[src/rtl/fib_pkg.sv]
// fib_pkg: definitions shared by the FIB lookup path (the arbiter, the fib
// block and its PIT-side logic).
//   - default prefix and prefix-length widths
//   - direction encoding (outgoing interest / incoming data)
//   - lookup-arbiter state encoding and result record
//   - rr_pick: two-requester round-robin choice
package fib_pkg;

    localparam int PREFIX_W_DEF = 64;
    localparam int LEN_W_DEF    = 6;

    localparam logic DIR_OUT = 1'b0;
    localparam logic DIR_IN  = 1'b1;

    localparam logic [1:0] ST_IDLE_ENC  = 2'd0;
    localparam logic [1:0] ST_ISSUE_ENC = 2'd1;
    localparam logic [1:0] ST_WAIT_ENC  = 2'd2;
    localparam logic [1:0] ST_DONE_ENC  = 2'd3;

    typedef enum logic [1:0] {
        ST_IDLE  = ST_IDLE_ENC,
        ST_ISSUE = ST_ISSUE_ENC,
        ST_WAIT  = ST_WAIT_ENC,
        ST_DONE  = ST_DONE_ENC
    } state_t;

    typedef struct packed {
        logic dir;
        logic ok;
        logic timeout;
    } res_t;

    // On contention the direction that was not served last wins; a lone
    // requester always wins.
    function automatic logic rr_pick(input logic req_out, input logic req_in,
                                     input logic last_dir);
        logic dir;
        if (req_out && req_in) begin
            dir = ~last_dir;
        end else if (req_in) begin
            dir = DIR_IN;
        end else begin
            dir = DIR_OUT;
        end
        return dir;
    endfunction

endpackage

[src/rtl/fib_lookup_arbiter_rr_arb2.sv]
// rr_arb2: two-requester round-robin picker.
// Ports:
//   i_clk, i_rst_n        clock, async active-low reset
//   i_req_out, i_req_in   requests from outgoing / incoming side
//   i_update              commit the current pick as the last served direction
//   o_gnt_valid           at least one request present
//   o_gnt_dir             picked direction (DIR_OUT / DIR_IN)
module rr_arb2
    import fib_pkg::*;
(
    input  logic i_clk,
    input  logic i_rst_n,
    input  logic i_req_out,
    input  logic i_req_in,
    input  logic i_update,
    output logic o_gnt_valid,
    output logic o_gnt_dir
);

    logic r_last_dir;
    logic w_pick;

    assign w_pick      = rr_pick(i_req_out, i_req_in, r_last_dir);
    assign o_gnt_valid = i_req_out | i_req_in;
    assign o_gnt_dir   = w_pick;

    // Resetting to DIR_IN makes the outgoing side win the first contention.
    always_ff @(posedge i_clk or negedge i_rst_n) begin
        if (!i_rst_n) begin
            r_last_dir <= DIR_IN;
        end else if (i_update) begin
            r_last_dir <= w_pick;
        end
    end

endmodule

[src/rtl/fib_lookup_arbiter.sv]
// fib_lookup_arbiter: shares the single FIB lookup port between the PIT
// (outgoing interests) and data ingress (incoming data).
//
// state | meaning
// IDLE  | no lookup in flight, arbitrate and capture a request
// ISSUE | fib_start pulse (plus ack for a fresh grant)
// WAIT  | waiting for fib_done; retry on rejection, abort on timeout
// DONE  | one-cycle result pulse
//
// Ports:
//   i_clk, i_rst_n                       clock, async active-low reset
//   i_out_req/i_out_prefix/i_out_len     outgoing request, held until o_out_ack
//   i_in_req/i_in_prefix/i_in_len        incoming request, held until o_in_ack
//   o_out_ack, o_in_ack                  one-cycle capture pulses
//   o_fib_start                          one-cycle lookup start
//   o_fib_prefix/o_fib_len/o_fib_dir     captured request, stable ISSUE..IDLE
//   i_fib_done, i_fib_rejected           lookup completion (WAIT only)
//   o_res_valid/o_res_dir/o_res_ok/o_res_timeout  one-cycle result, 0 otherwise
module fib_lookup_arbiter
    import fib_pkg::*;
#(
    parameter int PREFIX_W  = PREFIX_W_DEF,
    parameter int LEN_W     = LEN_W_DEF,
    parameter int TIMEOUT   = 64,
    parameter int MAX_RETRY = 3
) (
    input  logic                i_clk,
    input  logic                i_rst_n,
    input  logic                i_out_req,
    input  logic [PREFIX_W-1:0] i_out_prefix,
    input  logic [LEN_W-1:0]    i_out_len,
    output logic                o_out_ack,
    input  logic                i_in_req,
    input  logic [PREFIX_W-1:0] i_in_prefix,
    input  logic [LEN_W-1:0]    i_in_len,
    output logic                o_in_ack,
    output logic                o_fib_start,
    output logic [PREFIX_W-1:0] o_fib_prefix,
    output logic [LEN_W-1:0]    o_fib_len,
    output logic                o_fib_dir,
    input  logic                i_fib_done,
    input  logic                i_fib_rejected,
    output logic                o_res_valid,
    output logic                o_res_dir,
    output logic                o_res_ok,
    output logic                o_res_timeout
);

    localparam int WW = (TIMEOUT > 1) ? $clog2(TIMEOUT) : 1;
    localparam int RW = $clog2(MAX_RETRY + 1);
    localparam logic [WW-1:0] WAIT_LAST  = WW'(TIMEOUT - 1);
    localparam logic [RW-1:0] RETRY_LAST = RW'(MAX_RETRY);

    state_t              r_state;
    logic [PREFIX_W-1:0] r_prefix;
    logic [LEN_W-1:0]    r_len;
    logic                r_dir;
    logic [RW-1:0]       r_retry;
    logic [WW-1:0]       r_wait;
    logic                r_wait_first;
    logic                r_fib_start;
    logic                r_out_ack;
    logic                r_in_ack;
    logic                r_res_valid;
    res_t                r_res;

    logic w_gnt_valid;
    logic w_gnt_dir;
    logic w_arb_upd;

    assign w_arb_upd = (r_state == ST_IDLE) && w_gnt_valid;

    rr_arb2 u_rr_arb2 (
        .i_clk       (i_clk),
        .i_rst_n     (i_rst_n),
        .i_req_out   (i_out_req),
        .i_req_in    (i_in_req),
        .i_update    (w_arb_upd),
        .o_gnt_valid (w_gnt_valid),
        .o_gnt_dir   (w_gnt_dir)
    );

    always_ff @(posedge i_clk or negedge i_rst_n) begin
        if (!i_rst_n) begin
            r_state      <= ST_IDLE;
            r_prefix     <= '0;
            r_len        <= '0;
            r_dir        <= DIR_OUT;
            r_retry      <= '0;
            r_wait       <= '0;
            r_wait_first <= 1'b0;
            r_fib_start  <= 1'b0;
            r_out_ack    <= 1'b0;
            r_in_ack     <= 1'b0;
            r_res_valid  <= 1'b0;
            r_res        <= '0;
        end else begin
            // Pulse outputs default low; the branches below raise them.
            r_fib_start <= 1'b0;
            r_out_ack   <= 1'b0;
            r_in_ack    <= 1'b0;
            r_res_valid <= 1'b0;
            r_res       <= '0;

            case (r_state)
                ST_IDLE: begin
                    if (w_gnt_valid) begin
                        r_dir        <= w_gnt_dir;
                        r_prefix     <= (w_gnt_dir == DIR_IN) ? i_in_prefix : i_out_prefix;
                        r_len        <= (w_gnt_dir == DIR_IN) ? i_in_len : i_out_len;
                        r_retry      <= '0;
                        r_wait       <= '0;
                        r_wait_first <= 1'b1;
                        r_fib_start  <= 1'b1;
                        r_out_ack    <= (w_gnt_dir == DIR_OUT);
                        r_in_ack     <= (w_gnt_dir == DIR_IN);
                        r_state      <= ST_ISSUE;
                    end
                end

                ST_ISSUE: begin
                    r_wait       <= '0;
                    r_wait_first <= 1'b1;
                    r_state      <= ST_WAIT;
                end

                ST_WAIT: begin
                    // The first WAIT cycle is the FIB's launch cycle and is
                    // not counted, so an abort lands TIMEOUT+2 cycles after
                    // fib_start. The counter saturates rather than wrapping.
                    if (r_wait_first) begin
                        r_wait_first <= 1'b0;
                    end else if (r_wait != WAIT_LAST) begin
                        r_wait <= r_wait + 1'b1;
                    end

                    // fib_done is checked first so it wins over the timeout.
                    if (i_fib_done) begin
                        if (!i_fib_rejected) begin
                            r_res_valid <= 1'b1;
                            r_res       <= '{dir: r_dir, ok: 1'b1, timeout: 1'b0};
                            r_state     <= ST_DONE;
                        end else if (r_retry < RETRY_LAST) begin
                            r_retry     <= r_retry + 1'b1;
                            r_wait      <= '0;
                            r_fib_start <= 1'b1;
                            r_state     <= ST_ISSUE;
                        end else begin
                            r_res_valid <= 1'b1;
                            r_res       <= '{dir: r_dir, ok: 1'b0, timeout: 1'b0};
                            r_state     <= ST_DONE;
                        end
                    end else if (!r_wait_first && (r_wait == WAIT_LAST)) begin
                        r_res_valid <= 1'b1;
                        r_res       <= '{dir: r_dir, ok: 1'b0, timeout: 1'b1};
                        r_state     <= ST_DONE;
                    end
                end

                ST_DONE: begin
                    r_state <= ST_IDLE;
                end

                default: begin
                    r_state <= ST_IDLE;
                end
            endcase
        end
    end

    assign o_out_ack     = r_out_ack;
    assign o_in_ack      = r_in_ack;
    assign o_fib_start   = r_fib_start;
    assign o_fib_prefix  = r_prefix;
    assign o_fib_len     = r_len;
    assign o_fib_dir     = r_dir;
    assign o_res_valid   = r_res_valid;
    assign o_res_dir     = r_res.dir;
    assign o_res_ok      = r_res.ok;
    assign o_res_timeout = r_res.timeout;

endmodule

[config.mk]
export PLATFORM = sky130hd
export DESIGN_NAME = fib_lookup_arbiter
export DESIGN_NICKNAME = d
export VERILOG_FILES = /design/src/rtl/fib_pkg.sv /design/src/rtl/fib_lookup_arbiter_rr_arb2.sv /design/src/rtl/fib_lookup_arbiter.sv
export SDC_FILE = /design/constraint.sdc
export NUM_CORES = 1
export LEC_CHECK = 0
export CAP_MARGIN = 20
export CORE_UTILIZATION = 25
export DETAILED_ROUTE_END_ITERATION = 10
export GPL_TIMING_DRIVEN = 0
export PLACE_DENSITY = 0.57
export SLEW_MARGIN = 20
export SYNTH_ARGS = -nofsm -noshare
export SYNTH_HDL_FRONTEND = slang
export SYNTH_SLANG_ARGS = --single-unit
[constraint.sdc]
create_clock -name i_clk -period 1.8 [get_ports i_clk]
set_clock_uncertainty 0.15 [all_clocks]
set_input_delay 0.36 -clock i_clk [delete_from_list [all_inputs] [get_ports i_clk]]
set_output_delay 0.36 -clock i_clk [all_outputs]
set_load 0.01 [all_outputs]
==> results of run 1 <==
-- registers in the layout (all words and copies together), names as in the netlist --
register	count
o_fib_dir	1
o_fib_len	6
o_fib_prefix	64
o_fib_start	1
o_in_ack	1
o_out_ack	1
o_res_dir	1
o_res_ok	1
o_res_timeout	1
o_res_valid	1
r_retry	2
r_state	2
r_wait	6
r_wait_first	1
u_rr_arb2.r_last_dir	1
-- where the power goes --
group	internal, mW	total [mW]	switching, mW
Sequential	2.93	3.40	0.470
Clock	0.966	1.73	0.764
Combinational	2.53	4.81	2.28
Total	6.43	9.94	3.51
-- how the worst max path moves through the flow --
stage	end	slack, ns	cells after the start
5_1_grt	o_fib_prefix[9]	-0.0003	8
2_1_floorplan	r_wait[1]	0.27	5
3_5_place_dp	o_fib_prefix[28]	-0.55	4
6_report	o_fib_prefix[62]	0.04	1
3_3_place_gp	o_fib_prefix[36]	-3.09	1
4_1_cts	o_fib_prefix[53]	0.0007	1
-- area by class of cell --
type,count,area [sq um],area share
tap,216,270,0.0384
multi-input combinational,268,1680,0.238
clock buffer,11,243,0.0345
sequential,90,2250,0.320
timing repair buffer,229,2350,0.334
buffer,24,203,0.0288
inverter,4,15.0,0.00213
clock inverter,5,30.0,0.00426
-- routing by layer --
layer	vias to the layer above	track usage	wire length, um
li1	1825	-	-
met1	1770	0.165	4930
met2	130	0.262	6310
met3	20	0.0390	993
met4	0	0.0595	273
met5	-	0	0
-- kinds of logic after synthesis --
kind of cell	after synthesis	share of synthesized area
AOI/OAI and AO/OA	95	0.145
adders and majority gates	2	0.00610
DFF	90	0.549
buffers and inverters	28	0.0497
and+or+nand+nor	120	0.125
muxes	51	0.124
-- placed cells by master, fill, tap and decap left out, types with 6 or more instances in the layout --
cell type          n
dfrtp_1           88
nand2_1           95
mux2i_1           50
dlymetal6s2s_1    14
clkbuf_16          9
a22oi_2            7
a21oi_1            6
clkdlybuf4s50_1  206
o21ai_0           55
a22oi_1           12
buf_4              6
-- metrics by stage --
stage	total power, mW	cell area [sq um]
floorplan	5.52	4100
global placement	8.08	6600
detailed placement	8.21	6630
CTS	10.1	6960
global route	10.7	7040
finish	9.94	7040
-- repair_timing --
action	CTS	global route
cloned	0	1
hold buffers	1	0
resized for setup	6	30
buffers inserted	2	1
pin swaps	1	1
hold endpoints to repair	41	0
setup endpoints to repair	73	80
==> results by group, run 1 <==
GRT
  – Total global routing track utilization: 0.146
  – Largest net degree at the start of global routing: 50
  – Overflow after GRT: 0
  – Initial antenna violation count: 0
  – Number of global-route vias before repair: 3717
  – First-pass GRT wire length: 18.9 mm

Critical path
  – R2r endpoint: o_fib_prefix[52]
  – Slowest-stage cell, CP: clkdlybuf4s50_1
  – R2r setup slk: 0.12 ns
  – R2R Path Start: u_rr_arb2.r_last_dir
  – Critical path origin: o_fib_prefix[62]
  – Crit path buf inv count: 1
  – Reg2reg path depth: 6
  – CP Cell Sequence: clkdlybuf4s50_1
  – Setup crit end kind: primary output
  – Critical-path maximum fanout: 2
  – WP data required: 1.29 ns
  – WP data arrival: roughly 1.3 ns
  – CP top delay family: buffers and inverters
  – Crit start category: flop
  – Slowest cell delay on critical path: 0.56 ns
  – Crit Path Category: flop to primary output

Clock network
  – Clk sinks: 90
  – CTS Buffer Depth: 2
  – H-tree depth: 3
  – CTS root buf: clkbuf_16
  – TritonCTS clock tree: yes
  – CTS Buf Count: 9
  – Reg clk slew, reported paths: approximately 0.060 ns
  – Worst skew pair latency: 0.34 ns

Finish
  – N_diodes: 0
  – Fillcell total: 1527
  – Area growth syn-to-layout: 71.7%
  – Share of layout cells above drive strength 1: 0.0919
  – Post-layout util: 0.442
  – Cell Count, Final, Fillers Out: 847
  – Nets@finish: 774

Timing
  – Endpoints failing setup: 0
  – Post-route minimum period: 1.76 ns
  – Fin crit share: 0.975
  – Max-slew violation count: 0
  – Hold WS: ~0.31 ns
  – Setup TNS: 0 ns
  – Slew at the pin with the worst max-slew slack: 0.415 ns
  – Slack of the critical path: 0.0449 ns
  – Worst rel slew slack: 0.724
  – F_max: 570 MHz
  – Final Hold Viols: 0

Drt
  – Vias per cell: approximately 4.4
  – Final WL: about 13 mm
  – Drt pass-1 iters: 6
  – Via count: 3745
  – Post-route DRC: 0
  – Drt initial violations: approximately 110
  – Detail Route Antenna Nets: 0
  – Routed WL per cell: 14.8 um

Hold path
  – Worst Hold End: o_fib_prefix[52]
  – Worst min path class: flop to flop
  – Worst hold path depth: 2
  – Hold path start: o_fib_prefix[52]

Placed design
  – Final GP Congestion: between 0.7 and 0.8
  – Dpl ws: -0.546 ns
  – Number of port buffers: 223
  – Dpl cells: 826
  – DP HPWL: 9.75 mm

Die
  – Core Box Area: 15900 sq um
  – Starting Density: 0.257
  – Die W: around 130 um
  – Die height: about 130 um
  – Top Ports: between 200 and 250
  – Die Area: 16900 sq um
  – Row Count: 46

Yosys
  – Yosys reg bits: 90
  – Mapped Area: 4100 sq um
  – Synth Flop Type: dfrtp_1
  – Syn Nets: ~530
  – List of most frequent post-synthesis cells: 95 x nand2_1, 89 x dfrtp_1, 55 x o21ai_0
  – Count leader, synth: nand2_1
  – Main area contributors after synthesis: dfrtp_1 54%, mux2i_1 12%, nand2_1 8.7%
  – Sequential fraction of the synthesis area: 0.549
  – Area fraction of the dominant cell type after synthesis: 0.543
  – Yosys warns: 0
  – Synth async-reset ratio: 1.00
  – Post-Syn Instances: roughly 390
  – Unique masters post-synth: 38
  – EDFF count, synth: 0
  – Average cell area after synthesis: roughly 11 sq um
  – Yosys top cell by area: dfrtp_1

Power and ir drop
  – PwrDens: 1410 nW/um^2
  – Leak Pwr: 3.22 nW
  – Peak supply drop: 522 uV

Status
  – Status: finished, final reports clean

Run
  – Max Cap Viol: 0
Note: power is estimated with default switching activity, not from simulation.
==> run 2: changes to the inputs <==
--- a/config.mk
+++ b/config.mk
@@ -9,6 +9,7 @@
 export CORE_UTILIZATION = 25
 export DETAILED_ROUTE_END_ITERATION = 10
 export GPL_TIMING_DRIVEN = 0
+export MAX_ROUTING_LAYER = met4
 export PLACE_DENSITY = 0.57
 export SLEW_MARGIN = 20
 export SYNTH_ARGS = -nofsm -noshare
==> results by group, run 2 (synthesis results as in run 1) <==
Finish
  – Nets@finish: about 770
  – Cell Count, Final, Fillers Out: 847
  – Post-route cell area: a little over 7000 sq um
  – Most frequent cells in the layout: 205 x clkdlybuf4s50_1, 95 x nand2_1, 88 x dfrtp_1
  – Area growth syn-to-layout: 71.8%
  – Post-layout util: 0.442
  – Max reg flops: 64
  – N_diodes: 0
  – Most common cell after layout, fill and taps aside: clkdlybuf4s50_1
  – Share of layout cells above drive strength 1: 0.0919

Placed design
  – Final GP Congestion: 0.712
  – Dpl cells: 826
  – Number of port buffers: 223
  – Placement Cell Area: about 6600 sq um
  – DP HPWL: 9.75 mm

GRT
  – First-pass GRT wire length: 18.9 mm
  – Total global routing track utilization: 0.151
  – Overflow after GRT: 0
  – Initial antenna violation count: 0
  – Largest net degree at the start of global routing: 50
  – Number of global-route vias before repair: 3721

Drt
  – Routed WL per cell: 14.8 um
  – Drt pass-1 iters: 7
  – Detail Route Antenna Nets: 0
  – Vias per cell: 4.43
  – Drt initial violations: 97
  – Final WL: between 10 and 15 mm
  – Post-route DRC: 0
  – Via count: around 3800

Timing
  – Endpoints failing setup: 0
  – Post-route minimum period: 1.75 ns
  – Final Hold Viols: 0
  – F_max: 570 MHz
  – Hold WS: about 0.31 ns
  – Worst rel slew slack: 0.725
  – Fin crit share: 0.975
  – Max-slew violation count: 0
  – Slew at the pin with the worst max-slew slack: 0.412 ns

Power and ir drop
  – Gate power share: 0.484
  – Final total power: 9.95 mW
  – Peak supply drop: 521 uV
  – Int Pwr: 6.42 mW
  – PwrDens: around 1400 nW/um^2
  – Leak Pwr: 3.23 nW
  – Clock share of power: 0.174
  – Sw Share: 0.354
  – Switching power: 3.52 mW
  – Sequential share of power: 0.341

Die
  – Die height: 130 um
  – Starting Density: 0.257
  – Core Box Area: approximately 16000 sq um
  – Die Area: 16900 sq um
  – Die W: about 130 um
  – Top Ports: about 220
  – Row Count: 46

Clock network
  – H-tree depth: 3
  – Reg clk slew, reported paths: about 0.060 ns
  – CTS root buf: clkbuf_16
  – CTS Buf Count: 9
  – Worst skew pair latency: 0.33 ns
  – Clk sinks: 90
  – CTS Buffer Depth: 2
  – TritonCTS clock tree: yes

Critical path
  – Crit start category: flop
  – Critical-path maximum fanout: 2
  – CP top delay family: buffers and inverters
  – CP Cell Sequence: clkdlybuf4s50_1
  – Crit path buf inv count: 1
  – Setup crit end kind: primary output
  – WP data arrival: ~1.2 ns
  – WP data required: 1.29 ns
  – Slowest cell delay on critical path: between 0.5 and 0.6 ns
  – Slowest-stage cell, CP: clkdlybuf4s50_1
  – Crit Path Category: flop to primary output

Status
  – Status: finished, final reports clean

Hold path
  – Worst min path class: flop to flop

Run
  – Max Cap Viol: 0
[run 2: area by class of cell]
class                   instances  area [sq um]
plain buffers                  24           203
clock buffers                  11           243
clock inverters                 5          30.0
fillers                      1526          8900
inverters                       4          15.0
multi-input cells             268          1680
flip-flops and latches         90          2250
well taps                     216           270
repair buffers                229          2350
[run 2: power groups by stage]
stage	sequential, mW	combinational [mW]	clock, mW
after floorplan	3.78	1.74	0
after global placement	3.39	4.69	0
after detailed placement	3.44	4.78	0
after CTS	3.41	4.87	1.81
after global routing	3.53	5.29	1.88
final	3.40	4.82	1.73
[run 2: path summary, 6_finish.rpt]
path / from / end / slack, ns / cells past startpoint
max: o_fib_prefix[62] / o_fib_prefix[62] / 0.05 / 1
min: o_fib_prefix[52] / o_fib_prefix[52] / 0.31 / 2
max reg2reg: u_rr_arb2.r_last_dir / o_fib_prefix[52] / 0.12 / 6
min reg2reg: o_fib_prefix[52] / o_fib_prefix[52] / 0.31 / 2
max in group asynchronous: i_rst_n / u_rr_arb2.r_last_dir / 0.50 / 3
min in group asynchronous: i_rst_n / o_fib_prefix[19] / 0.37 / 2
[run 2: stage by stage]
step | TNS, ns | setup WS (ns)
after floorplan | 0 | 0.272
after global placement | -311.18 | -3.09
after detailed placement | -37.33 | -0.546
after CTS | 0 | 0.000696
after global routing | -0.00308 | -0.00308
final | 0 | 0.0458
[run 2: what timing repair did]
action                                  CTS  global route
buffers inserted                          2             1
hold buffers                              1             0
endpoints found under the hold margin    41             0
cloned                                    0             1
pin swaps                                 1             1
gates resized for setup                   6            31
endpoints found under the setup margin   73            81
[run 2: metal layers]
metal | routed length [um] | vias to the layer above | global-route usage | share of wire
met5 | 0 | - | - | 0
li1 | - | 1824 | - | -
met3 | 927 | 22 | 0.0340 | 0.074
met1 | 5010 | 1775 | 0.168 | 0.40
met4 | 269 | 0 | 0.0595 | 0.021
met2 | 6340 | 132 | 0.262 | 0.51
